==> config.mk <==
export PLATFORM = sky130hd
export DESIGN_NAME = dat_xfer_ctrl
export DESIGN_NICKNAME = d
export VERILOG_FILES = /design/src/rtl/dat_xfer_ctrl.sv
export SDC_FILE = /design/constraint.sdc
export NUM_CORES = 1
export LEC_CHECK = 0
export ABC_AREA = 1
export CORE_ASPECT_RATIO = 1.75
export CORE_MARGIN = 8
export CORE_UTILIZATION = 50
export CTS_BUF_LIST = sky130_fd_sc_hd__clkbuf_4
export DETAILED_ROUTE_END_ITERATION = 8
export GPL_TIMING_DRIVEN = 0
export PLACE_DENSITY = 0.93
export SYNTH_ARGS = -nofsm -noshare
export SYNTH_HDL_FRONTEND = slang
export SYNTH_SLANG_ARGS = --single-unit
==> constraint.sdc <==
create_clock -name clk -period 3.7 [get_ports clk]
set_input_delay 0.37 -clock clk [delete_from_list [all_inputs] [get_ports clk]]
set_output_delay 0.37 -clock clk [all_outputs]
set_load 0.01 [all_outputs]
==> src/rtl/dat_xfer_ctrl.sv <==
// DAT0/DAT1 transfer sequencer: walks the hp48 bus through LOAD_DP, a run of
// DP_READ/DP_WRITE strobes and LOAD_PC, writing read nibbles back to the register.
module dat_xfer_ctrl #(
   parameter logic [3:0] CMD_NOP      = 4'h0,
   parameter logic [3:0] CMD_LOAD_PC  = 4'h1,
   parameter logic [3:0] CMD_LOAD_DP  = 4'h4,
   parameter logic [3:0] CMD_DP_READ  = 4'h5,
   parameter logic [3:0] CMD_DP_WRITE = 4'h6
) (
   input  logic        clk,
   input  logic        reset,
   input  logic        start,
   input  logic        t_dir,
   input  logic        t_ptr,
   input  logic [3:0]  t_offset,
   input  logic [3:0]  t_cnt,
   input  logic [19:0] d0,
   input  logic [19:0] d1,
   input  logic [19:0] pc,
   input  logic [63:0] reg_in,
   input  logic [3:0]  bus_nibble_out,
   input  logic        bus_error,
   output logic        busy,
   output logic        done,
   output logic        err,
   output logic        bus_strobe,
   output logic [3:0]  bus_command,
   output logic [19:0] bus_address,
   output logic [3:0]  bus_nibble_in,
   output logic        wr_en,
   output logic [3:0]  wr_idx,
   output logic [3:0]  wr_nibble
);

   localparam logic [2:0] S_IDLE    = 3'd0;
   localparam logic [2:0] S_LOAD_DP = 3'd1;
   localparam logic [2:0] S_XFER    = 3'd2;
   localparam logic [2:0] S_LOAD_PC = 3'd3;
   localparam logic [2:0] S_DONE    = 3'd4;

   logic [2:0]  state_q, state_d;
   logic [3:0]  k_q, k_d;
   logic        dir_q, dir_d;
   logic [3:0]  offset_q, offset_d;
   logic [3:0]  cnt_q, cnt_d;
   logic [19:0] pc_q, pc_d;
   logic [63:0] data_q, data_d;
   logic        abort_q, abort_d;
   logic        busy_q, busy_d;
   logic        done_q, done_d;
   logic        err_q, err_d;
   logic        bus_strobe_q, bus_strobe_d;
   logic [3:0]  bus_command_q, bus_command_d;
   logic [19:0] bus_address_q, bus_address_d;
   logic [3:0]  bus_nibble_in_q, bus_nibble_in_d;
   logic        wr_en_q, wr_en_d;
   logic [3:0]  wr_idx_q, wr_idx_d;
   logic [3:0]  xfer_idx;

   // Outputs are computed from the state being entered, so they register alongside it.
   always_comb begin
      state_d         = state_q;
      k_d             = k_q;
      dir_d           = dir_q;
      offset_d        = offset_q;
      cnt_d           = cnt_q;
      pc_d            = pc_q;
      data_d          = data_q;
      abort_d         = abort_q;
      err_d           = err_q;
      bus_address_d   = bus_address_q;
      bus_nibble_in_d = bus_nibble_in_q;
      wr_idx_d        = wr_idx_q;
      wr_en_d         = 1'b0;
      busy_d          = 1'b0;
      done_d          = 1'b0;
      bus_strobe_d    = 1'b0;
      bus_command_d   = CMD_NOP;

      case (state_q)
         S_IDLE: begin
            if (start) begin
               dir_d         = t_dir;
               offset_d      = t_offset;
               cnt_d         = t_cnt;
               pc_d          = pc;
               data_d        = reg_in;
               k_d           = 4'd0;
               abort_d       = 1'b0;
               err_d         = 1'b0;
               bus_address_d = t_ptr ? d1 : d0;
               state_d       = S_LOAD_DP;
            end
         end
         S_LOAD_DP: begin
            k_d = 4'd0;
            if (bus_error) begin
               abort_d = 1'b1;
               state_d = S_LOAD_PC;
            end else begin
               state_d = S_XFER;
            end
         end
         S_XFER: begin
            // A fault in this cycle also kills the writeback of this cycle's read.
            if (dir_q && !bus_error) begin
               wr_en_d  = 1'b1;
               wr_idx_d = offset_q + k_q;
            end
            if (bus_error) begin
               abort_d = 1'b1;
               state_d = S_LOAD_PC;
            end else if (k_q == cnt_q) begin
               state_d = S_LOAD_PC;
            end else begin
               k_d = k_q + 4'd1;
            end
         end
         S_LOAD_PC: begin
            err_d   = abort_q | bus_error;
            state_d = S_DONE;
         end
         S_DONE:  state_d = S_IDLE;
         default: state_d = S_IDLE;
      endcase

      xfer_idx = offset_d + k_d;
      case (state_d)
         S_LOAD_DP: begin
            busy_d        = 1'b1;
            bus_strobe_d  = 1'b1;
            bus_command_d = CMD_LOAD_DP;
         end
         S_XFER: begin
            busy_d        = 1'b1;
            bus_strobe_d  = 1'b1;
            bus_command_d = dir_d ? CMD_DP_READ : CMD_DP_WRITE;
            if (!dir_d)
               bus_nibble_in_d = data_d[{xfer_idx, 2'b00} +: 4];
         end
         S_LOAD_PC: begin
            busy_d        = 1'b1;
            bus_strobe_d  = 1'b1;
            bus_command_d = CMD_LOAD_PC;
            bus_address_d = pc_d;
         end
         S_DONE:  done_d = 1'b1;
         default: ;
      endcase
   end

   always_ff @(posedge clk) begin
      if (!reset) begin
         state_q         <= S_IDLE;
         k_q             <= 4'd0;
         dir_q           <= 1'b0;
         offset_q        <= 4'd0;
         cnt_q           <= 4'd0;
         pc_q            <= 20'd0;
         data_q          <= 64'd0;
         abort_q         <= 1'b0;
         busy_q          <= 1'b0;
         done_q          <= 1'b0;
         err_q           <= 1'b0;
         bus_strobe_q    <= 1'b0;
         bus_command_q   <= CMD_NOP;
         bus_address_q   <= 20'd0;
         bus_nibble_in_q <= 4'd0;
         wr_en_q         <= 1'b0;
         wr_idx_q        <= 4'd0;
      end else begin
         state_q         <= state_d;
         k_q             <= k_d;
         dir_q           <= dir_d;
         offset_q        <= offset_d;
         cnt_q           <= cnt_d;
         pc_q            <= pc_d;
         data_q          <= data_d;
         abort_q         <= abort_d;
         busy_q          <= busy_d;
         done_q          <= done_d;
         err_q           <= err_d;
         bus_strobe_q    <= bus_strobe_d;
         bus_command_q   <= bus_command_d;
         bus_address_q   <= bus_address_d;
         bus_nibble_in_q <= bus_nibble_in_d;
         wr_en_q         <= wr_en_d;
         wr_idx_q        <= wr_idx_d;
      end
   end

   assign busy          = busy_q;
   assign done          = done_q;
   assign err           = err_q;
   assign bus_strobe    = bus_strobe_q;
   assign bus_command   = bus_command_q;
   assign bus_address   = bus_address_q;
   assign bus_nibble_in = bus_nibble_in_q;
   assign wr_en         = wr_en_q;
   assign wr_idx        = wr_idx_q;
   // The read nibble only arrives in the writeback cycle itself, so it is forwarded.
   assign wr_nibble     = wr_en_q ? bus_nibble_out : 4'h0;

endmodule
==> qor.txt <==
Antenna violations before repair = 3
Worst slew margin = 40.9%
Overflow after GRT = 0
Worst-Margin Slew = 0.880 ns
Initial Util = 50.5%
CP most frequent cell = nand3_1
Post-synth cell types = 34
Syn_nets = 1071
Max Cap Violations = 0
CTS Buffer Depth = 2
Post-DRT Antenna Nets = 0
Die W = 102 um
Placed Area = 0.00844 mm2
Cell chosen for the clock root = clkbuf_4
Worst path arrival time = 3.93 ns
Routed len/inst = 15.9 um
Post-synth top flop = dfxtp_1
Clock Power Share = 22.8%
Crit path cell chain = nor2_4, nand2_4, buf_6, buf_6, buf_2, buf_2, o21ai_1, inv_1, ha_1, fa_2, inv_2, clkbuf_4, nand3_1, nand3_1, nand2_1, nand2_1, nand3_1, a21oi_1
Number of synthesized register bits = 136
H-Tree Depth = 4
Via density = 5.26
Tot GR Track Use = 24.7%
Fraction of registers with async set or reset after synthesis = 0%
Leak = 3.83 nW
Clock transition at path regs = 0.14 ns
Fill cells = 1081
Final setup viols = 0
Status = finished, final reports clean
Unrepaired setup endpoints after global routing = no
Row count = 55
First-pass GRT wire length = 33.0 mm
Clock latency at the later pin of the worst-skew pair = 0.55 ns
# IOs = 183
Combinational power share = 36.3%
Seq/Total Area, Yosys = 42.4%
Drt total wl = 20.8 mm
Sequential share of power = 40.9%
Largest stage delay, worst path = 0.63 ns
Period utilization = 95.3%
Gate count of the mapped netlist = 920
Clk sinks = 136
Vias = 6865
CORE AREA = 0.0127 mm2
Initial DRC count = 288
EDFF count, synth = 0
Place WS = -0.814 ns
Synth Warn # = 0
Final Max Slew Viols = 0
CTS tree = built
R2r setup slk = 0.17 ns
Synth Area per Inst = 6.99 um2
Fmax = 284 MHz
WHS = 0.423 ns
Critical Path Start Type = register
Drc violations = 0
Fin area = 0.00877 mm2
Pwr dens = 474 mW/mm2
Number of global-route vias before repair = 7090
Clock skew after layout = 0.0234 ns
CTS Buf Count = 17
Max IR drop VDD = 0.258 mV
Chip height = 166 um
DRT Pass-1 Iters = 7
# port buffers = 180
Final Critical Period = 3.53 ns
Post-layout nets = 1270
Synthesis-to-layout area growth = 36.4%
Crit Path Max Fanout = 10
CP bufs+invs = 7
Setup CP Type = register to register
Power Internal = 2.61 mW
Leading area contributor after synthesis = dfxtp_1
Dpl hpwl = 16.4 mm
Cell area after synthesis = 0.00643 mm2
Critical Path End Type = register
Layout cells sized above 1 = 11.7%
Hold Vio Cnt, Final = 0
Worst setup margin = 0.175 ns
Most common cell after layout, fill and taps aside = nand2_1
Sw Ratio = 37.2%
Synth top area cells = dfxtp_1, nand2_1, nand3_1
Die footprint = 0.0169 mm2
Net Sw Power = 1.54 mW
Largest net degree at the start of global routing = 17
Hold Crit Class = input port to register
Worst path required time = 4.11 ns
Post-synth top area share = 42.4%
Setup TNS = 0 ns
Slowest CP cell = fa_2
Delay-heaviest family, CP = buffers and inverters
Gpl congestion = 0.908
Commonest cells after routing, fill and taps aside = nand2_1, clkdlybuf4s50_1, dfxtp_1
what timing repair did:
item,in CTS,in global routing
buffers inserted,1,1
gates resized for setup,6,11
hold buffers,0,0
setup endpoints to repair,4,4
pin swaps,1,1
layer usage:
layer  GRT usage, %  share of wire [%]  routed length [um]
met1           22.8                 34                7020
met2           46.1                 54               11300
met5              0                  0                   0
met4           17.5                5.7                1190
met3           4.20                6.0                1250
final cells by class:
class / count / area [um2] / area share, %
inverter: 98 / 368 / 4.20
multi-input combinational: 630 / 3100 / 35.4
tap: 171 / 214 / 2.44
clock inverter: 15 / 143 / 1.63
clock buffer: 17 / 128 / 1.46
timing repair buffer: 182 / 1820 / 20.7
sequential: 136 / 2720 / 31.1
buffer: 54 / 265 / 3.03
antenna: 3 / 7.51 / 0.0856
power groups by stage:
stage | clock, mW | combinational (mW) | sequential [mW]
2_1_floorplan | 0 | 0.902 | 1.74
3_3_place_gp | 0 | 1.42 | 1.72
3_5_place_dp | 0 | 1.46 | 1.73
4_1_cts | 0.950 | 1.48 | 1.70
5_1_grt | 1.03 | 1.66 | 1.71
6_report | 0.948 | 1.51 | 1.70
stage by stage:
stage                     power [mW]  util (%)  cells
after floorplan                 2.64         -    920
after global placement          3.14      66.3   1271
after detailed placement        3.19      66.3   1271
after CTS                       4.13      68.6   1303
after global routing            4.40      68.9   1306
final                           4.15      68.9   1306
worst paths after layout:
path              depth (start not counted)                       endpoint                   from
setup / recovery                         18  bus_nibble_in[1]$_SDFFE_PN0P_  state_q[0]$_SDFF_PN0_
hold / removal                            3          data_q[27]$_SDFF_PN0_             reg_in[27]
setup reg to reg                         18  bus_nibble_in[1]$_SDFFE_PN0P_  state_q[0]$_SDFF_PN0_
hold reg to reg                           2               err$_SDFFE_PN0P_       err$_SDFFE_PN0P_
synth_stat cells, types with 7 or more instances:
cell,number
nand2_1,229
o21ai_1,40
buf_2,22
or2_2,22
nor2_1,75
ha_1,7
clkbuf_1,24
inv_2,16
mux2_2,20
a21oi_1,48
a31oi_1,20
dfxtp_1,136
o21ai_0,28
inv_1,78
nand3_1,120
worst reg2reg max path, cell delays in order, from the launching register on:
cell and delay [ns]:
dfxtp_1 0.37, nor2_4 0.24, nand2_4 0.14, buf_6 0.18, buf_6 0.15, buf_2 0.19
buf_2 0.20, o21ai_1 0.21, inv_1 0.07, ha_1 0.21, fa_2 0.63, inv_2 0.10
clkbuf_4 0.21, nand3_1 0.13, nand3_1 0.08, nand2_1 0.09, nand2_1 0.06, nand3_1 0.08
a21oi_1 0.06
kinds of logic after synthesis:
kind of cell | Yosys count | share of synthesized area (%)
AO/OA/AOI/OAI | 139 | 11.3
XOR/XNOR | 4 | 0.545
adder cells (fa/ha/maj) | 9 | 1.99
buffers and inverters | 154 | 9.77
flip-flops | 136 | 42.4
multiplexers | 20 | 3.50
other | 1 | 0.0583
AND/OR/NAND/NOR | 457 | 30.5
registers in the layout (all words and copies together), names as in the netlist, 3 cells and up:
| name | flops |
|---|---|
| data_q | 64 |
| bus_address | 20 |
| pc_q | 20 |
| bus_nibble_in | 4 |
| cnt_q | 4 |
| k_q | 4 |
| offset_q | 4 |
| wr_idx | 4 |
| bus_command | 3 |
| state_q | 3 |
Note: power is estimated with default switching activity, not from simulation.
